### config.mk
export PLATFORM = sky130hd
export DESIGN_NAME = mem_arbiter
export DESIGN_NICKNAME = d
export VERILOG_FILES = /design/src/rtl/mem_arbiter.sv
export SDC_FILE = /design/constraint.sdc
export NUM_CORES = 1
export LEC_CHECK = 0
export CAP_MARGIN = 20
export CORE_MARGIN = 8
export CORE_UTILIZATION = 45
export CTS_CLUSTER_SIZE = 24
export DETAILED_ROUTE_END_ITERATION = 8
export GPL_TIMING_DRIVEN = 0
export PLACE_DENSITY = 0.73
export SYNTH_ARGS = -nofsm -noshare
export SYNTH_HDL_FRONTEND = slang
export SYNTH_SLANG_ARGS = --single-unit
### constraint.sdc
create_clock -name clk -period 6.7 [get_ports clk]
set_input_delay 1.005 -clock clk [delete_from_list [all_inputs] [get_ports clk]]
set_output_delay 1.005 -clock clk [all_outputs]
set_load 0.05 [all_outputs]
### src/rtl/mem_arbiter.sv
// mem_arbiter: arbitrated front end for the single QSPI memory port.
// Five masters (i_read, d_read, d_write, u_read, u_write) each buffer one
// pending transaction. Requests are issued to qspi_if one at a time, and
// completions are routed back to the owning master. A WAIT-state watchdog
// releases the owner if the downstream side never completes.
module mem_arbiter #(
    parameter int TMO_W = 16
) (
    input  logic        clk,
    input  logic        rst,
    input  logic        i_read_req,
    input  logic        i_read_w,
    input  logic        i_read_hw,
    input  logic [31:0] i_read_adr,
    input  logic        d_read_req,
    input  logic        d_read_w,
    input  logic        d_read_hw,
    input  logic [31:0] d_read_adr,
    input  logic        d_write_req,
    input  logic        d_write_w,
    input  logic        d_write_hw,
    input  logic [31:0] d_write_adr,
    input  logic [31:0] d_write_data,
    input  logic        u_read_req,
    input  logic        u_read_w,
    input  logic [31:0] u_read_adr,
    input  logic        u_write_req,
    input  logic        u_write_w,
    input  logic [31:0] u_write_adr,
    input  logic [31:0] u_write_data,
    output logic        i_read_valid,
    output logic        d_read_valid,
    output logic        u_read_valid,
    output logic        d_write_finish,
    output logic        u_write_finish,
    output logic        read_req,
    output logic        read_w,
    output logic        read_hw,
    output logic [31:0] read_adr,
    output logic        write_req,
    output logic        write_w,
    output logic        write_hw,
    output logic [31:0] write_adr,
    output logic [31:0] write_data,
    input  logic        read_valid,
    input  logic        write_finish,
    output logic        busy,
    output logic [2:0]  grant_id,
    output logic        timeout_err,
    output logic        overrun_err,
    input  logic        err_clr
);

    // Master index order; grant_id is index + 1.
    localparam int         NM       = 5;
    localparam logic [2:0] M_IREAD  = 3'd0;
    localparam logic [2:0] M_DREAD  = 3'd1;
    localparam logic [2:0] M_DWRITE = 3'd2;
    localparam logic [2:0] M_UREAD  = 3'd3;
    localparam logic [2:0] M_UWRITE = 3'd4;
    localparam logic       GRP_CPU  = 1'b0;
    localparam logic       GRP_UART = 1'b1;

    typedef enum logic [1:0] {S_IDLE, S_ISSUE, S_WAIT} state_t;

    state_t state_reg, state_next;

    // Request inputs gathered into vectors indexed by master.
    logic [NM-1:0] req_vec, w_vec, hw_vec;
    logic [31:0]   adr_vec  [NM];
    logic [31:0]   data_vec [NM];

    // Per-master pending buffer.
    logic [NM-1:0] pend_reg, w_reg, hw_reg;
    logic [31:0]   adr_reg  [NM];
    logic [31:0]   data_reg [NM];

    logic [NM-1:0] done_vec, accept_vec, drop_vec;

    // Arbitration and ownership.
    logic          cpu_any, uart_any, pick_uart;
    logic [2:0]    cpu_idx, uart_idx, win_idx;
    logic          win_is_write, own_is_write;
    logic [2:0]    own_reg;
    logic [2:0]    grant_id_reg;
    logic          last_group_reg;

    // Handshake decode and watchdog.
    logic             grant_fire, cmpl_hit, tmo_fire, deliver;
    logic [TMO_W-1:0] tmo_cnt_reg;

    // Downstream attribute registers, held from ISSUE through WAIT.
    logic        read_w_reg, read_hw_reg, write_w_reg, write_hw_reg;
    logic [31:0] read_adr_reg, write_adr_reg, write_data_reg;
    logic        timeout_err_reg, overrun_err_reg;

    assign req_vec = {u_write_req, u_read_req, d_write_req, d_read_req, i_read_req};
    assign w_vec   = {u_write_w, u_read_w, d_write_w, d_read_w, i_read_w};
    // UART masters have no halfword size.
    assign hw_vec  = {1'b0, 1'b0, d_write_hw, d_read_hw, i_read_hw};

    assign adr_vec[M_IREAD]   = i_read_adr;
    assign adr_vec[M_DREAD]   = d_read_adr;
    assign adr_vec[M_DWRITE]  = d_write_adr;
    assign adr_vec[M_UREAD]   = u_read_adr;
    assign adr_vec[M_UWRITE]  = u_write_adr;
    assign data_vec[M_IREAD]  = 32'd0;
    assign data_vec[M_DREAD]  = 32'd0;
    assign data_vec[M_DWRITE] = d_write_data;
    assign data_vec[M_UREAD]  = 32'd0;
    assign data_vec[M_UWRITE] = u_write_data;

    // Per-master completion routing and request accept/drop decisions.
    // A request in the same cycle as its own completion is accepted.
    generate
        for (genvar gi = 0; gi < NM; gi++) begin : g_master
            assign done_vec[gi]   = deliver && (own_reg == 3'(gi));
            assign accept_vec[gi] = req_vec[gi] && (!pend_reg[gi] || done_vec[gi]);
            assign drop_vec[gi]   = req_vec[gi] && pend_reg[gi] && !done_vec[gi];
        end
    endgenerate

    // Capture request attributes and track pending per master.
    always_ff @(posedge clk) begin
        if (rst) begin
            pend_reg <= '0;
            w_reg    <= '0;
            hw_reg   <= '0;
            for (int m = 0; m < NM; m++) begin
                adr_reg[m]  <= '0;
                data_reg[m] <= '0;
            end
        end else begin
            for (int m = 0; m < NM; m++) begin
                if (accept_vec[m]) begin
                    pend_reg[m] <= 1'b1;
                    w_reg[m]    <= w_vec[m];
                    hw_reg[m]   <= hw_vec[m];
                    adr_reg[m]  <= adr_vec[m];
                    data_reg[m] <= data_vec[m];
                end else if (done_vec[m]) begin
                    pend_reg[m] <= 1'b0;
                end
            end
        end
    end

    // Fixed priority inside each group, round-robin between the groups.
    always_comb begin
        cpu_any  = |pend_reg[M_DWRITE:M_IREAD];
        uart_any = |pend_reg[M_UWRITE:M_UREAD];
        if (pend_reg[M_DWRITE]) begin
            cpu_idx = M_DWRITE;
        end else if (pend_reg[M_DREAD]) begin
            cpu_idx = M_DREAD;
        end else begin
            cpu_idx = M_IREAD;
        end
        uart_idx     = pend_reg[M_UWRITE] ? M_UWRITE : M_UREAD;
        pick_uart    = uart_any && (!cpu_any || (last_group_reg == GRP_CPU));
        win_idx      = pick_uart ? uart_idx : cpu_idx;
        win_is_write = (win_idx == M_DWRITE) || (win_idx == M_UWRITE);
        own_is_write = (own_reg == M_DWRITE) || (own_reg == M_UWRITE);
    end

    // Transaction state register.
    always_ff @(posedge clk) begin
        if (rst) begin
            state_reg <= S_IDLE;
        end else begin
            state_reg <= state_next;
        end
    end

    // Next-state logic plus grant, completion and watchdog decode.
    always_comb begin
        state_next = state_reg;
        grant_fire = 1'b0;
        cmpl_hit   = 1'b0;
        tmo_fire   = 1'b0;
        case (state_reg)
            S_IDLE: begin
                if (|pend_reg) begin
                    grant_fire = 1'b1;
                    state_next = S_ISSUE;
                end
            end
            S_ISSUE: begin
                state_next = S_WAIT;
            end
            S_WAIT: begin
                // A completion of the wrong kind is simply not selected.
                cmpl_hit = own_is_write ? write_finish : read_valid;
                tmo_fire = (tmo_cnt_reg == '1);
                if (cmpl_hit || tmo_fire) begin
                    state_next = S_IDLE;
                end
            end
            default: begin
                state_next = S_IDLE;
            end
        endcase
    end

    assign deliver = cmpl_hit || tmo_fire;

    // Latch owner and downstream attributes at grant; release owner at delivery.
    always_ff @(posedge clk) begin
        if (rst) begin
            own_reg        <= '0;
            grant_id_reg   <= '0;
            last_group_reg <= GRP_UART;
            read_w_reg     <= 1'b0;
            read_hw_reg    <= 1'b0;
            read_adr_reg   <= '0;
            write_w_reg    <= 1'b0;
            write_hw_reg   <= 1'b0;
            write_adr_reg  <= '0;
            write_data_reg <= '0;
        end else if (grant_fire) begin
            own_reg        <= win_idx;
            grant_id_reg   <= win_idx + 3'd1;
            last_group_reg <= pick_uart;
            if (win_is_write) begin
                write_w_reg    <= w_reg[win_idx];
                write_hw_reg   <= hw_reg[win_idx];
                write_adr_reg  <= adr_reg[win_idx];
                write_data_reg <= data_reg[win_idx];
            end else begin
                read_w_reg   <= w_reg[win_idx];
                read_hw_reg  <= hw_reg[win_idx];
                read_adr_reg <= adr_reg[win_idx];
            end
        end else if (deliver) begin
            grant_id_reg <= '0;
        end
    end

    // Watchdog: cleared in ISSUE, counts WAIT cycles. It fires on the WAIT
    // cycle where the count reads all-ones, i.e. after 2^TMO_W-1 quiet cycles.
    always_ff @(posedge clk) begin
        if (rst) begin
            tmo_cnt_reg <= '0;
        end else if (state_reg == S_ISSUE) begin
            tmo_cnt_reg <= '0;
        end else if (state_reg == S_WAIT) begin
            tmo_cnt_reg <= tmo_cnt_reg + TMO_W'(1);
        end
    end

    // Sticky error flags; clearing wins over a simultaneous set.
    always_ff @(posedge clk) begin
        if (rst) begin
            timeout_err_reg <= 1'b0;
            overrun_err_reg <= 1'b0;
        end else if (err_clr) begin
            timeout_err_reg <= 1'b0;
            overrun_err_reg <= 1'b0;
        end else begin
            if (tmo_fire && !cmpl_hit) begin
                timeout_err_reg <= 1'b1;
            end
            if (|drop_vec) begin
                overrun_err_reg <= 1'b1;
            end
        end
    end

    assign i_read_valid   = done_vec[M_IREAD];
    assign d_read_valid   = done_vec[M_DREAD];
    assign d_write_finish = done_vec[M_DWRITE];
    assign u_read_valid   = done_vec[M_UREAD];
    assign u_write_finish = done_vec[M_UWRITE];

    assign read_req    = (state_reg == S_ISSUE) && !own_is_write;
    assign write_req   = (state_reg == S_ISSUE) && own_is_write;
    assign read_w      = read_w_reg;
    assign read_hw     = read_hw_reg;
    assign read_adr    = read_adr_reg;
    assign write_w     = write_w_reg;
    assign write_hw    = write_hw_reg;
    assign write_adr   = write_adr_reg;
    assign write_data  = write_data_reg;
    assign busy        = (state_reg != S_IDLE);
    assign grant_id    = grant_id_reg;
    assign timeout_err = timeout_err_reg;
    assign overrun_err = overrun_err_reg;

endmodule

==> key figures <==
Timing
  – RSZ-0062 raised after global routing: no
  – Clock Skews: 0.01026 ns
  – # setup viols final: 0
  – Worst Tran Pin Value: 0.9212 ns
  – F_max: between 200 and 250 MHz
  – Tmin final: 4.313 ns
  – Worst relative slew slack: around two fifths
  – Max-slew violation count: 0
  – Setup TNS: 0 ns
  – Fin crit share: 64.38%
  – Fin. Hold Viols: 0

Power
  – Leakage: 7.660 nW
  – Final Power: 6.304 mW
  – Worst vdd ir: 0.1763 mV
  – Pwr dens: 303.2 mW/mm2

Floorplanning
  – Die Ht: roughly 200 um
  – Core Region: about 0.034 mm2
  – Boundary pin count: ~360
  – # rows: 67
  – Die Wd: ~200 um
  – Effective utilization at floorplan: 45.63%
  – Die area: 0.04016 mm2

Critical path
  – Worst-path cell chain: ha_1 > nand3b_1 > nor4_4 > nor2_1 > nor4_1 > clkdlybuf4s50_1
  – Flop-to-flop setup slack: 2.47 ns
  – Worst r2r dst: read_adr[5]
  – Crit path max fanout: 7
  – Buf/Inv on CP: 1
  – Worst setup EP type: output port
  – R2R Path Start: pend_reg[3]
  – Worst EP arrival: 3.31 ns
  – Critical path's largest stage delay: 0.88 ns
  – R2R depth: 11
  – Critical path's top delay family: simple AND/OR/NAND/NOR gates
  – Slowest stage cell, crit path: clkdlybuf4s50_1
  – Worst setup SP type: flip-flop
  – WP data required: 5.69 ns
  – CP Class: reg2out

Synth
  – Syn Inst Count: 1308
  – Post-Syn Nets: ~1600
  – Top FF cell, synth: edfxtp_1
  – Cell variety after synth: 62
  – Syn Area/Cell: 11.70 um2
  – #FFs+latches synth: 364
  – FFs w/ async S/R, synth: 0%
  – Post-synth EDFFs: 224
  – Synthesized cell area: between 0.015 and 0.02 mm2
  – Syn. warnings: 0
  – Sequential area share after synthesis: around 62%

Finish
  – Commonest non-fill, non-tap cell in the layout: clkdlybuf4s50_1
  – Util after Layout: 62.01%
  – Sequential cell area: approximately 0.0095 mm2
  – Area grow syn2layout: 35.89%
  – Area of the multi-input gates: between 0.005 and 0.006 mm2
  – Max reg flops: 160
  – Layout cells sized above 1: 9.107%
  – Commonest cells after routing, fill and taps aside: clkdlybuf4s50_1 (354), and2_1 (226), edfxtp_1 (224)
  – Post-layout nets: 1953
  – Fin cells: 2189
  – Filler Cell Count: 2719

Clock tree
  – # resized after CTS: 0
  – CTS HTree Levels: 2
  – TritonCTS buffer count: 39
  – Hold Buf Count CTS: 0
  – Clk root buf: clkbuf_16
  – Clock sink total: around 360
  – Post-CTS setup buffers: 0
  – Max Root-Sink Buffers: 3
  – Worst-skew pair later-pin latency: roughly 0.52 ns
  – Clk slew on worst S/H paths: roughly 0.06 ns
  – CTS tree: built

Min path
  – Min-delay src: write_adr[30]
  – Hold Path Stages: 2
  – Hold crit path type: reg2reg
  – Hold Path Sink: write_adr[30]

Drt
  – Via density: 5.359
  – Initial DRC count: around 1100
  – WL final: 49690 um
  – Routed WL per cell: 22.70 um
  – DRC violations left: 0
  – Drt first pass iters: 5
  – Detail Route Antenna Nets: 0
  – Via count: between 10000 and 15000

Global routing
  – GR Overflow Total: 0
  – Initial antenna violation count: 6
  – Pin count of the biggest net entering global routing: 34
  – First-pass GRT wire length: about 74000 um
  – Via count of the first global-routing pass: 12040
  – Total track usage: a little under a quarter

Outcome
  – Status: complete, no violations

Placed design
  – IO buf count: 354
  – DP Cell Count: 2114
  – Gpl congestion: 0.9028
  – Dpl hpwl: 37780 um

Run
  – Max-cap violations: 0
[worst register-to-register path, cell delays in order, from the launching register on]
cell      delay [ns]
dfxtp_1         0.53
a21oi_1         0.12
o31ai_1         0.72
clkbuf_1        0.70
inv_1           0.16
ha_1            0.24
mux2i_1         0.31
nor2b_1         0.24
buf_2           0.33
clkbuf_1        0.46
nor2_1          0.08
a211oi_1        0.25
[cell families after synthesis]
family,after synthesis,synth area share [%]
xor gates and xnor gates,13,0.7441
and+or+nand+nor,578,20.27
buffers and inverters,104,3.336
DFF,364,62.27
adders and majority gates,4,0.3271
muxes,48,3.361
AOI/OAI and AO/OA,197,9.689
[stage by stage]
step | hold slack, ns | area [um2] | setup WS, ns
after floorplan | 0.4364 | 15300 | 2.807
after global placement | 0.4560 | 19410 | 1.017
after detailed placement | 0.4603 | 19520 | 2.470
after CTS | 0.4812 | 20780 | 2.368
after global routing | 0.4983 | 20790 | 2.186
final | 0.4831 | 20790 | 2.387
[power by group]
part / switching (mW) / internal (mW) / leakage, nW
Clock: 0.864 / 1.26 / 0.627
Combinational: 0.914 / 0.542 / 3.50
Sequential: 0.0992 / 2.63 / 3.53
[area by class of cell]
cell class                 count  share of cell area (%)
inverter                      12                  0.2166
clock inverter                17                  0.6438
clock buffer                  52                   5.428
multi-input combinational    840                   25.42
sequential                   364                   45.83
timing repair buffer         358                   17.46
buffer                        92                   2.238
antenna                        6                 0.07221
tap                          448                   2.696
[synth_stat cells, types with 7 or more instances]
cell	count	share of area, %
nand2b_1	32	1.3
nand2_1	80	2.0
mux2i_1	21	1.4
a221oi_1	36	2.1
buf_4	19	0.93
o21ai_0	15	0.49
a21oi_1	29	0.95
buf_2	20	0.65
a221oi_2	7	0.69
o221ai_1	22	1.3
dfxtp_1	140	18
nand3b_1	22	1.1
and2_1	226	9.2
nor2_1	118	2.9
clkbuf_1	47	1.2
xnor2_1	7	0.40
nand3_1	25	0.82
o22ai_1	19	0.78
nor3_1	43	1.4
edfxtp_1	224	44
mux2_2	27	2.0
inv_1	11	0.27
a211oi_1	25	1.2
o21ai_1	13	0.43
[layer usage]
layer  track usage [%]  vias to the layer above  part of all wire [%]
met1             29.58                     5678                    41
li1                  -                     5506                     -
met5                 0                        -                     0
met4             10.64                        0                   4.4
met3             4.325                      111                   6.2
met2             40.16                      435                    49
[how the worst max path moves through the flow]
| stage | from | to | cells past startpoint |
|---|---|---|---|
| 5_1_grt | pend_reg[3] | read_adr[8] | 11 |
| 3_5_place_dp | read_valid | i_read_valid | 6 |
| 4_1_cts | tmo_cnt_reg[0] | i_read_valid | 6 |
| 3_3_place_gp | rst | adr_reg[4][11] | 4 |
| 2_1_floorplan | write_finish | i_read_valid | 4 |
| 6_report | tmo_cnt_reg[0] | i_read_valid | 6 |
(Power assumes the default switching activity.)
